**src/rtl/dyn_shiftrows_stage.sv**
```systemverilog
//==============================================================================
// Module   : dyn_shiftrows_stage
// Brief    : Registered dynamic AES ShiftRows stage with valid/ready and a
//            one-deep skid buffer. Optional macro DSR_ROUND_MIX_EN folds
//            round[1:0] into every row rotate amount.
// Revision : 1.0 - initial release
//==============================================================================
`default_nettype none

module dyn_shiftrows_stage #(
    parameter int CNT_W = 16
) (
    input  logic             clk,
    input  logic             rst,
    input  logic             in_valid,
    output logic             in_ready,
    input  logic [127:0]     in_state,
    input  logic [7:0]       shift_key,
    input  logic [3:0]       round,
    input  logic             inv,
    output logic             out_valid,
    input  logic             out_ready,
    output logic [127:0]     out_state,
    output logic [CNT_W-1:0] blk_cnt
);

    typedef enum logic [1:0] {
        ST_EMPTY = 2'd0,
        ST_ONE   = 2'd1,
        ST_FULL  = 2'd2
    } state_t;

    state_t            r_state;
    state_t            w_next_state;
    logic              r_in_ready;
    logic [127:0]      r_out_state;
    logic [127:0]      r_skid;
    logic [CNT_W-1:0]  r_blk_cnt;

    logic              w_accept;
    logic              w_xfer;
    logic              w_load_out;
    logic              w_load_skid;
    logic              w_sel_skid;
    logic [7:0]        w_row_amt;
    logic [127:0]      w_shifted;

    // Byte k = 4*c + r sits at [127-8k -: 8]; dir=1 rotates right.
    function automatic logic [127:0] f_rotate_rows(
        input logic [127:0] st,
        input logic [7:0]   amt,
        input logic         dir
    );
        logic [127:0] res;
        logic [1:0]   src;
        res = '0;
        for (int r = 0; r < 4; r++) begin
            for (int c = 0; c < 4; c++) begin
                src = dir ? (2'(c) - amt[2*r +: 2]) : (2'(c) + amt[2*r +: 2]);
                res[127-8*(4*c+r) -: 8] = st[127-8*(4*int'(src)+r) -: 8];
            end
        end
        return res;
    endfunction

`ifdef DSR_ROUND_MIX_EN
    logic w_unused_round_hi;
    assign w_unused_round_hi = ^round[3:2];

    always_comb begin
        w_row_amt = '0;
        for (int r = 0; r < 4; r++) begin
            w_row_amt[2*r +: 2] = shift_key[2*r +: 2] + round[1:0];
        end
    end
`else
    logic w_unused_round;
    assign w_unused_round = ^round;
    assign w_row_amt      = shift_key;
`endif

    assign w_shifted = f_rotate_rows(in_state, w_row_amt, inv);

    assign w_accept  = in_valid & r_in_ready;
    assign out_valid = (r_state != ST_EMPTY);
    assign w_xfer    = out_valid & out_ready;

    always_comb begin
        w_next_state = r_state;
        w_load_out   = 1'b0;
        w_load_skid  = 1'b0;
        w_sel_skid   = 1'b0;
        case (r_state)
            ST_EMPTY: begin
                if (w_accept) begin
                    w_load_out   = 1'b1;
                    w_next_state = ST_ONE;
                end
            end
            ST_ONE: begin
                if (w_accept && w_xfer) begin
                    w_load_out = 1'b1;
                end else if (w_accept) begin
                    w_load_skid  = 1'b1;
                    w_next_state = ST_FULL;
                end else if (w_xfer) begin
                    w_next_state = ST_EMPTY;
                end
            end
            ST_FULL: begin
                if (w_xfer) begin
                    w_load_out   = 1'b1;
                    w_sel_skid   = 1'b1;
                    w_next_state = ST_ONE;
                end
            end
            default: w_next_state = ST_EMPTY;
        endcase
    end

    always_ff @(posedge clk) begin
        if (rst) begin
            r_state     <= ST_EMPTY;
            r_in_ready  <= 1'b1;
            r_out_state <= '0;
            r_skid      <= '0;
            r_blk_cnt   <= '0;
        end else begin
            r_state    <= w_next_state;
            r_in_ready <= (w_next_state != ST_FULL);
            if (w_load_out) begin
                r_out_state <= w_sel_skid ? r_skid : w_shifted;
            end
            if (w_load_skid) begin
                r_skid <= w_shifted;
            end
            if (w_xfer) begin
                r_blk_cnt <= r_blk_cnt + CNT_W'(1);
            end
        end
    end

    assign in_ready  = r_in_ready;
    assign out_state = r_out_state;
    assign blk_cnt   = r_blk_cnt;

endmodule

`default_nettype wire

```
**config.mk**
```make
export PLATFORM = sky130hd
export DESIGN_NAME = dyn_shiftrows_stage
export DESIGN_NICKNAME = d
export VERILOG_FILES = /design/src/rtl/dyn_shiftrows_stage.sv
export SDC_FILE = /design/constraint.sdc
export NUM_CORES = 1
export LEC_CHECK = 0
export CAP_MARGIN = 0
export CORE_ASPECT_RATIO = 0.9
export CORE_MARGIN = 4
export CORE_UTILIZATION = 40
export DETAILED_ROUTE_END_ITERATION = 16
export GPL_ROUTABILITY_DRIVEN = 0
export PLACE_DENSITY = 0.68
export SLEW_MARGIN = 10
export SYNTH_ARGS = -nofsm -noshare
export SYNTH_HDL_FRONTEND = slang
export SYNTH_SLANG_ARGS = --single-unit
```
**constraint.sdc**
```tcl
create_clock -name clk -period 1.6 [get_ports clk]
set_input_delay 0.16 -clock clk [delete_from_list [all_inputs] [get_ports clk]]
set_output_delay 0.16 -clock clk [all_outputs]
set_load 0.01 [all_outputs]
```
==> results of run 1 <==
==> cell type report <==
class	count	area share
Tap cell	455	0.0290
Timing Repair Buffer	472	0.253
Clock buffer	37	0.0417
Multi-Input combinational cell	1089	0.385
Inverter	5	0.000957
Clock inverter	16	0.00893
Sequential cell	275	0.281
==> path summary, 6_finish.rpt <==
path                            startpoint                  endpoint  slack (ns)
setup / recovery     r_state[1]$_SDFF_PP0_    r_skid[2]$_SDFFE_PP0P_       -0.08
setup reg to reg     r_state[1]$_SDFF_PP0_    r_skid[2]$_SDFFE_PP0P_       -0.08
hold / removal                shift_key[2]   r_skid[20]$_SDFFE_PP0P_        0.14
hold reg to reg   r_skid[103]$_SDFFE_PP0P_  r_skid[103]$_SDFFE_PP0P_        0.47
==> tightest hold or removal path: cells and delay by family <==
kind | cells | cell delay (ns)
AO/OA/AOI/OAI | 2 | 0.34
buffers and inverters | 1 | 0.14
==> layer usage <==
metal  share of wire  wire length (um)  track usage  up-vias
met2            0.45             22100        0.386      607
met5               0                 0            0        -
met1            0.46             22700        0.353     6658
met3           0.075              3720       0.0382       64
li1                -                 -            -     6426
met4           0.017               844       0.0505        0
==> metrics by stage <==
step | util | hold WS (ns) | setup slack (ns)
6_report | 0.590 | 0.138 | -0.0809
5_1_grt | 0.590 | 0.135 | -0.129
4_1_cts | 0.578 | 0.104 | -0.0429
3_5_place_dp | 0.538 | 0.455 | -0.489
3_3_place_gp | 0.538 | 0.451 | -0.469
2_1_floorplan | - | 0.385 | -0.0425
==> state kept, by name (all words and copies together) (netlist names) <==
register,cells
out_state,128
r_skid,128
blk_cnt,16
r_state,2
in_ready,1
==> logic make-up (layout without fill, tap and decap cells) <==
kind of cell	after synthesis	count (layout)	synth area share
xor+xnor	15	15	0.0102
flops	275	275	0.405
fa+ha+maj	1	1	0.000920
buf+inv	156	530	0.0513
simple gates	507	507	0.195
mux	33	33	0.0243
compound gates	533	533	0.313
==> cell usage in the layout, fill, tap and decap left out, types with 4 or more instances in the layout <==
cell type and n:
a211oi_1 127, a21oi_1 40, a221o_1 127, a22o_1 127, a31oi_1 97, and2_1 127, buf_12 32, buf_16 12
buf_2 9, buf_4 113, buf_6 13, buf_8 4, clkbuf_1 4, clkbuf_16 40, clkdlybuf4s50_1 132, clkinv_2 6
clkinvlp_4 5, dfxtp_1 267, dfxtp_2 6, dlygate4sd2_1 145, inv_1 5, mux2i_1 33, nand2_1 202, nand3_1 4
nand4_1 4, nor2_1 9, nor2b_1 130, xnor2_1 7
==> power groups by stage <==
stage | clock (mW) | sequential (mW) | combinational (mW)
2_1_floorplan | 0 | 7.72 | 1.72
3_3_place_gp | 0 | 7.69 | 3.67
3_5_place_dp | 0 | 7.69 | 3.73
4_1_cts | 7.09 | 7.53 | 3.77
5_1_grt | 7.37 | 7.58 | 4.26
6_report | 6.99 | 7.54 | 3.97
==> repair_timing <==
item	CTS	global route
endpoints found under the hold margin	0	0
buffers inserted	13	5
pin swaps	89	42
setup endpoints to repair	401	259
cloned	9	14
resized for setup	179	25
==> flow_summary.json, run 1 <==
{
  "outcome": "finished, violations left",
  "violations": "setup timing",
  "synth.avg_cell_area_um2": 8.95,
  "endpoint_kind": "flip-flop",
  "clockRootBuffer": "clkbuf_16",
  "routed-via-count": 13755,
  "overflow": 0,
  "slowest_stage": "dfxtp_4",
  "slew_headroom": 0.715,
  "arrival_ns": 2.17,
  "synth-edff-count": 0,
  "rsz0062_at_grt": "true",
  "core-area_mm2": 0.0333,
  "final.period_utilization": 1.05,
  "path_depth": 7,
  "die_h_um": 183,
  "p_leak_nw": 8.24,
  "final_area_mm2": 0.0196,
  "multiInputGateArea_mm2": 0.00755,
  "startpoint_type": "flip-flop",
  "synth_area_leader_cell": "dfxtp_1",
  "syn_nets": 1666,
  "async_reset_ff_frac": 0,
  "placed_cell_area_mm2": 0.0179,
  "dp_hpwl_mm": 30.7,
  "swShare": 0.281,
  "drc_errors": 0,
  "start_util": 0.409,
  "antenna_left": 0,
  "power_mw": 18.5,
  "comb_power_share": 0.215,
  "finalNonFillerCells": 2349,
  "cp_data_required_time_ns": 2.09,
  "grt_pass1_wl_mm": 74.8,
  "firstDrtPassIters": 5,
  "reg2regPathDepth": 7,
  "layout.nets": 2019,
  "areaGrowthSynthToFinish_pct": 44.2,
  "numPlacedInstances": 2256,
  "worst-path-buf-inv": 4,
  "hold_buffers": 0,
  "pwr-share-seq": 0.408,
  "min_path_cells": 3,
  "io_pins": 291,
  "netlist_instances": 1520,
  "setup_tns_ns": -11.91,
  "p_int_mw": 13.3,
  "fin_ws_ns": -0.0809,
  "fmaxAchievable_mhz": 595,
  "worst_path_most_repeated_cell": "buf_6",
  "peakVddDrop_v": 0.000740,
  "ys_seq_elements": 275,
  "totalWireLength_mm": 49.4,
  "antenna_found_initial": 0,
  "drt-initial-drc-count": 1007,
  "final-hold-violation-count": 0,
  "clkTransAtPathRegs_ns": 0.06,
  "worstPathCellList": "and3b_2, buf_6, a21oi_4, buf_6, buf_12, clkbuf_16, a22o_1",
  "htreeDepth": 1,
  "syn_area_mm2": 0.0136,
  "grt_pass1_vias": 13047,
  "switchingPower_mw": 5.20,
  "dieWidth_um": 202,
  "cts_tree": "built",
  "clockBufferDepth": 3,
  "cp_max_fo": 11,
  "fin_crit_ns": 1.68,
  "ys_seq_area_frac": 0.405,
  "clk-insertion-delay-late_ns": 0.55,
  "routed_via_density": 5.86,
  "synth-warning-count": 0,
  "drive_gt1_frac": 0.147,
  "io_buffers": 286,
  "ys_top_cells_by_area": "dfxtp_1 (40%), a221o_1 (9.3%), a22o_1 (8.2%)",
  "wire_per_inst_um": 21.0,
  "drv_cap": 0,
  "pwr-share-clk": 0.378,
  "slowest_delay_ns": 0.41,
  "grt_max_degree": 68,
  "cts_sinks": 275,
  "slew_viol_final": 0,
  "path_class": "reg -> reg",
  "clock_skew_ns": 0.00811,
  "tightest_slew_ns": 0.426,
  "seq_area_mm2": 0.00552,
  "p_per_area_mw_per_mm2": 943,
  "grt.total_usage": 0.243,
  "post-synth-top-count-cell": "dfxtp_1",
  "min_path_type": "in -> reg",
  "rows": 63,
  "yosys.area.top_type_share": 0.405,
  "insertedDiodeCount": 0,
  "finalSetupViolCount": 252,
  "cts_made_buffers": 30,
  "ys.flop_type": "dfxtp_1",
  "fillers": 2857,
  "synth_cell_types": 48,
  "synth_top_cells_by_count": "dfxtp_1 (275), nand2_1 (204), nor2b_1 (130)",
  "dieArea_mm2": 0.0370,
  "cpLargestDelayFamily": "buffers and inverters"
}
Power figures use the tool's default switching activity.
==> run 2, diff against run 1 <==
SETUP_SLACK_MARGIN = 0.15   (was not set)
==> flow_summary.json, run 2 (synthesis gave the netlist of run 1 again) <==
{
  "busiest_layer": "met2",
  "cts_made_buffers": 31,
  "cp_max_fo": 8,
  "cpLargestDelayFamily": "simple AND/OR/NAND/NOR gates",
  "clockRootBuffer": "clkbuf_16",
  "outcome": "finished, violations left",
  "pwr-share-clk": 0.382,
  "clk-insertion-delay-late_ns": 0.55,
  "endpoint_kind": "flip-flop",
  "peakVddDrop_v": 0.000710,
  "cp_data_required_time_ns": 2.08,
  "finalNonFillerCells": 2379,
  "htreeDepth": 1,
  "worst-path-buf-inv": 3,
  "drt-initial-drc-count": 1126,
  "slowest_delay_ns": 0.34,
  "slew_viol_final": 0,
  "fin_ws_ns": -0.160,
  "grt_util_met2": 0.375,
  "finalSetupViolCount": 129,
  "drv_cap": 0,
  "p_int_mw": 13.6,
  "insertedDiodeCount": 0,
  "min_path_type": "in -> reg",
  "layout.nets": 2047,
  "worstPathCellList": "buf_4, nand3b_1, nor2_4, buf_12, clkbuf_16, and2_1, a221o_1",
  "grt_max_degree": 69,
  "cts_sinks": 275,
  "arrival_ns": 2.24,
  "comb_power_share": 0.219,
  "slew_headroom": 0.537,
  "met1_usage": 0.357,
  "drc_errors": 0,
  "layout_commonest_cell": "dfxtp_1",
  "rsz0062_at_grt": "true",
  "die_h_um": 183,
  "grt_pass1_vias": 13186,
  "swShare": 0.280,
  "path_class": "reg -> reg",
  "setup_tns_ns": -8.18,
  "fin_util": 0.615,
  "totalWireLength_mm": 51.1,
  "drive_gt1_frac": 0.181,
  "violations": "setup timing",
  "clkTransAtPathRegs_ns": 0.06,
  "tightest_slew_ns": 0.694,
  "core-area_mm2": 0.0333,
  "p_leak_nw": 9.12,
  "cts_tree": "built",
  "start_util": 0.409,
  "dieWidth_um": 202,
  "final_cell_mix": "dfxtp_1 (259), nand2_1 (202), clkdlybuf4s50_1 (132), nor2b_1 (130)",
  "areaGrowthSynthToFinish_pct": 50.5,
  "fin_crit_ns": 1.76,
  "startpoint_type": "flip-flop",
  "dp_hpwl_mm": 31.2,
  "routed_via_density": 5.91,
  "p_per_area_mw_per_mm2": 924,
  "dp_slack_ns": -0.450,
  "final.period_utilization": 1.10,
  "antenna_found_initial": 0,
  "io_pins": 291,
  "rows": 63,
  "grt.total_usage": 0.243,
  "fmaxAchievable_mhz": 568,
  "io_buffers": 286,
  "antenna_left": 0,
  "switchingPower_mw": 5.30,
  "clock_skew_ns": 0.0115,
  "overflow": 0,
  "wire_per_inst_um": 21.5,
  "routed-via-count": 14069,
  "dieArea_mm2": 0.0370,
  "pwr-share-seq": 0.399,
  "firstDrtPassIters": 6,
  "use_met3": 0.0389,
  "final-hold-violation-count": 0,
  "numPlacedInstances": 2265,
  "slowest_stage": "dfxtp_2",
  "clockBufferDepth": 3,
  "grt_pass1_wl_mm": 74.9
}
-- run 2: cell types whose count changed in the layout (fill, tap and decap cells not counted), moves of 4 or more --
cell,delta
and2_1,-17
and2_4,+17
buf_12,+14
buf_4,+4
buf_6,+4
clkdlybuf4s15_1,+5
dfxtp_1,-8
dfxtp_2,+7
dlygate4sd2_1,-60
dlymetal6s2s_1,+50
-- run 2: repair_timing --
| action | 4_1_cts | 5_1_grt |
|---|---|---|
| setup endpoints to repair | 409 | 323 |
| gates cloned | 14 | 18 |
| gates resized for setup | 160 | 119 |
| hold buffers | 0 | 0 |
| pin swaps | 27 | 62 |
| buffers inserted | 13 | 13 |
-- run 2: worst paths after layout --
check                                from                           to  slack [ns]  depth (start not counted)
hold reg to reg   r_skid[39]$_SDFFE_PP0P_      r_skid[39]$_SDFFE_PP0P_        0.47                          1
hold / removal               shift_key[0]  out_state[127]$_SDFFE_PP0P_        0.21                          3
setup reg to reg    r_state[0]$_SDFF_PP0_   out_state[51]$_SDFFE_PP0P_       -0.16                          7
setup / recovery    r_state[0]$_SDFF_PP0_   out_state[51]$_SDFFE_PP0P_       -0.16                          7
-- run 2: final cells by class --
type / instances / area (um^2)
Multi-Input combinational cell: 1089 / 7690
Sequential cell: 275 / 5530
Tap cell: 455 / 569
Inverter: 5 / 18.8
Fill cell: 2774 / 12800
Clock buffer: 42 / 867
Clock inverter: 14 / 163
Timing Repair Buffer: 499 / 5630
-- run 2: power by group through the flow --
| stage | clock network (mW) | registers [mW] | logic (mW) |
|---|---|---|---|
| detailed placement | 0 | 7.69 | 3.81 |
| floorplan | 0 | 7.72 | 1.73 |
| global placement | 0 | 7.69 | 3.76 |
| finish | 7.22 | 7.55 | 4.15 |
| CTS | 7.31 | 7.54 | 4.03 |
| global route | 7.63 | 7.59 | 4.43 |
-- run 2: metal layers --
layer | share of wire | routed length [um]
met5 | 0 | 0
met4 | 0.019 | 950
met3 | 0.082 | 4170
met2 | 0.44 | 22600
met1 | 0.46 | 23400
-- run 2: metrics by stage --
| stage | instance area [um^2] | power (mW) | hold slack [ns] |
|---|---|---|---|
| 4_1_cts | 19600 | 18.9 | 0.176 |
| 5_1_grt | 20500 | 19.6 | 0.254 |
| 3_3_place_gp | 18100 | 11.5 | 0.450 |
| 2_1_floorplan | 13700 | 9.46 | 0.385 |
| 3_5_place_dp | 18100 | 11.5 | 0.455 |
| 6_report | 20500 | 18.9 | 0.215 |
-- run 2: worst min-delay path, cell delays in order --
cell	delay (ns)
buf_2	0.21
a21oi_1	0.21
a221o_1	0.15
==> run 3, diff against run 2 <==
CTS_CLUSTER_SIZE = 40   (was not set)
==> results of run 3 <==
The final DEF is identical to that of run 2; final timing and power are the same.
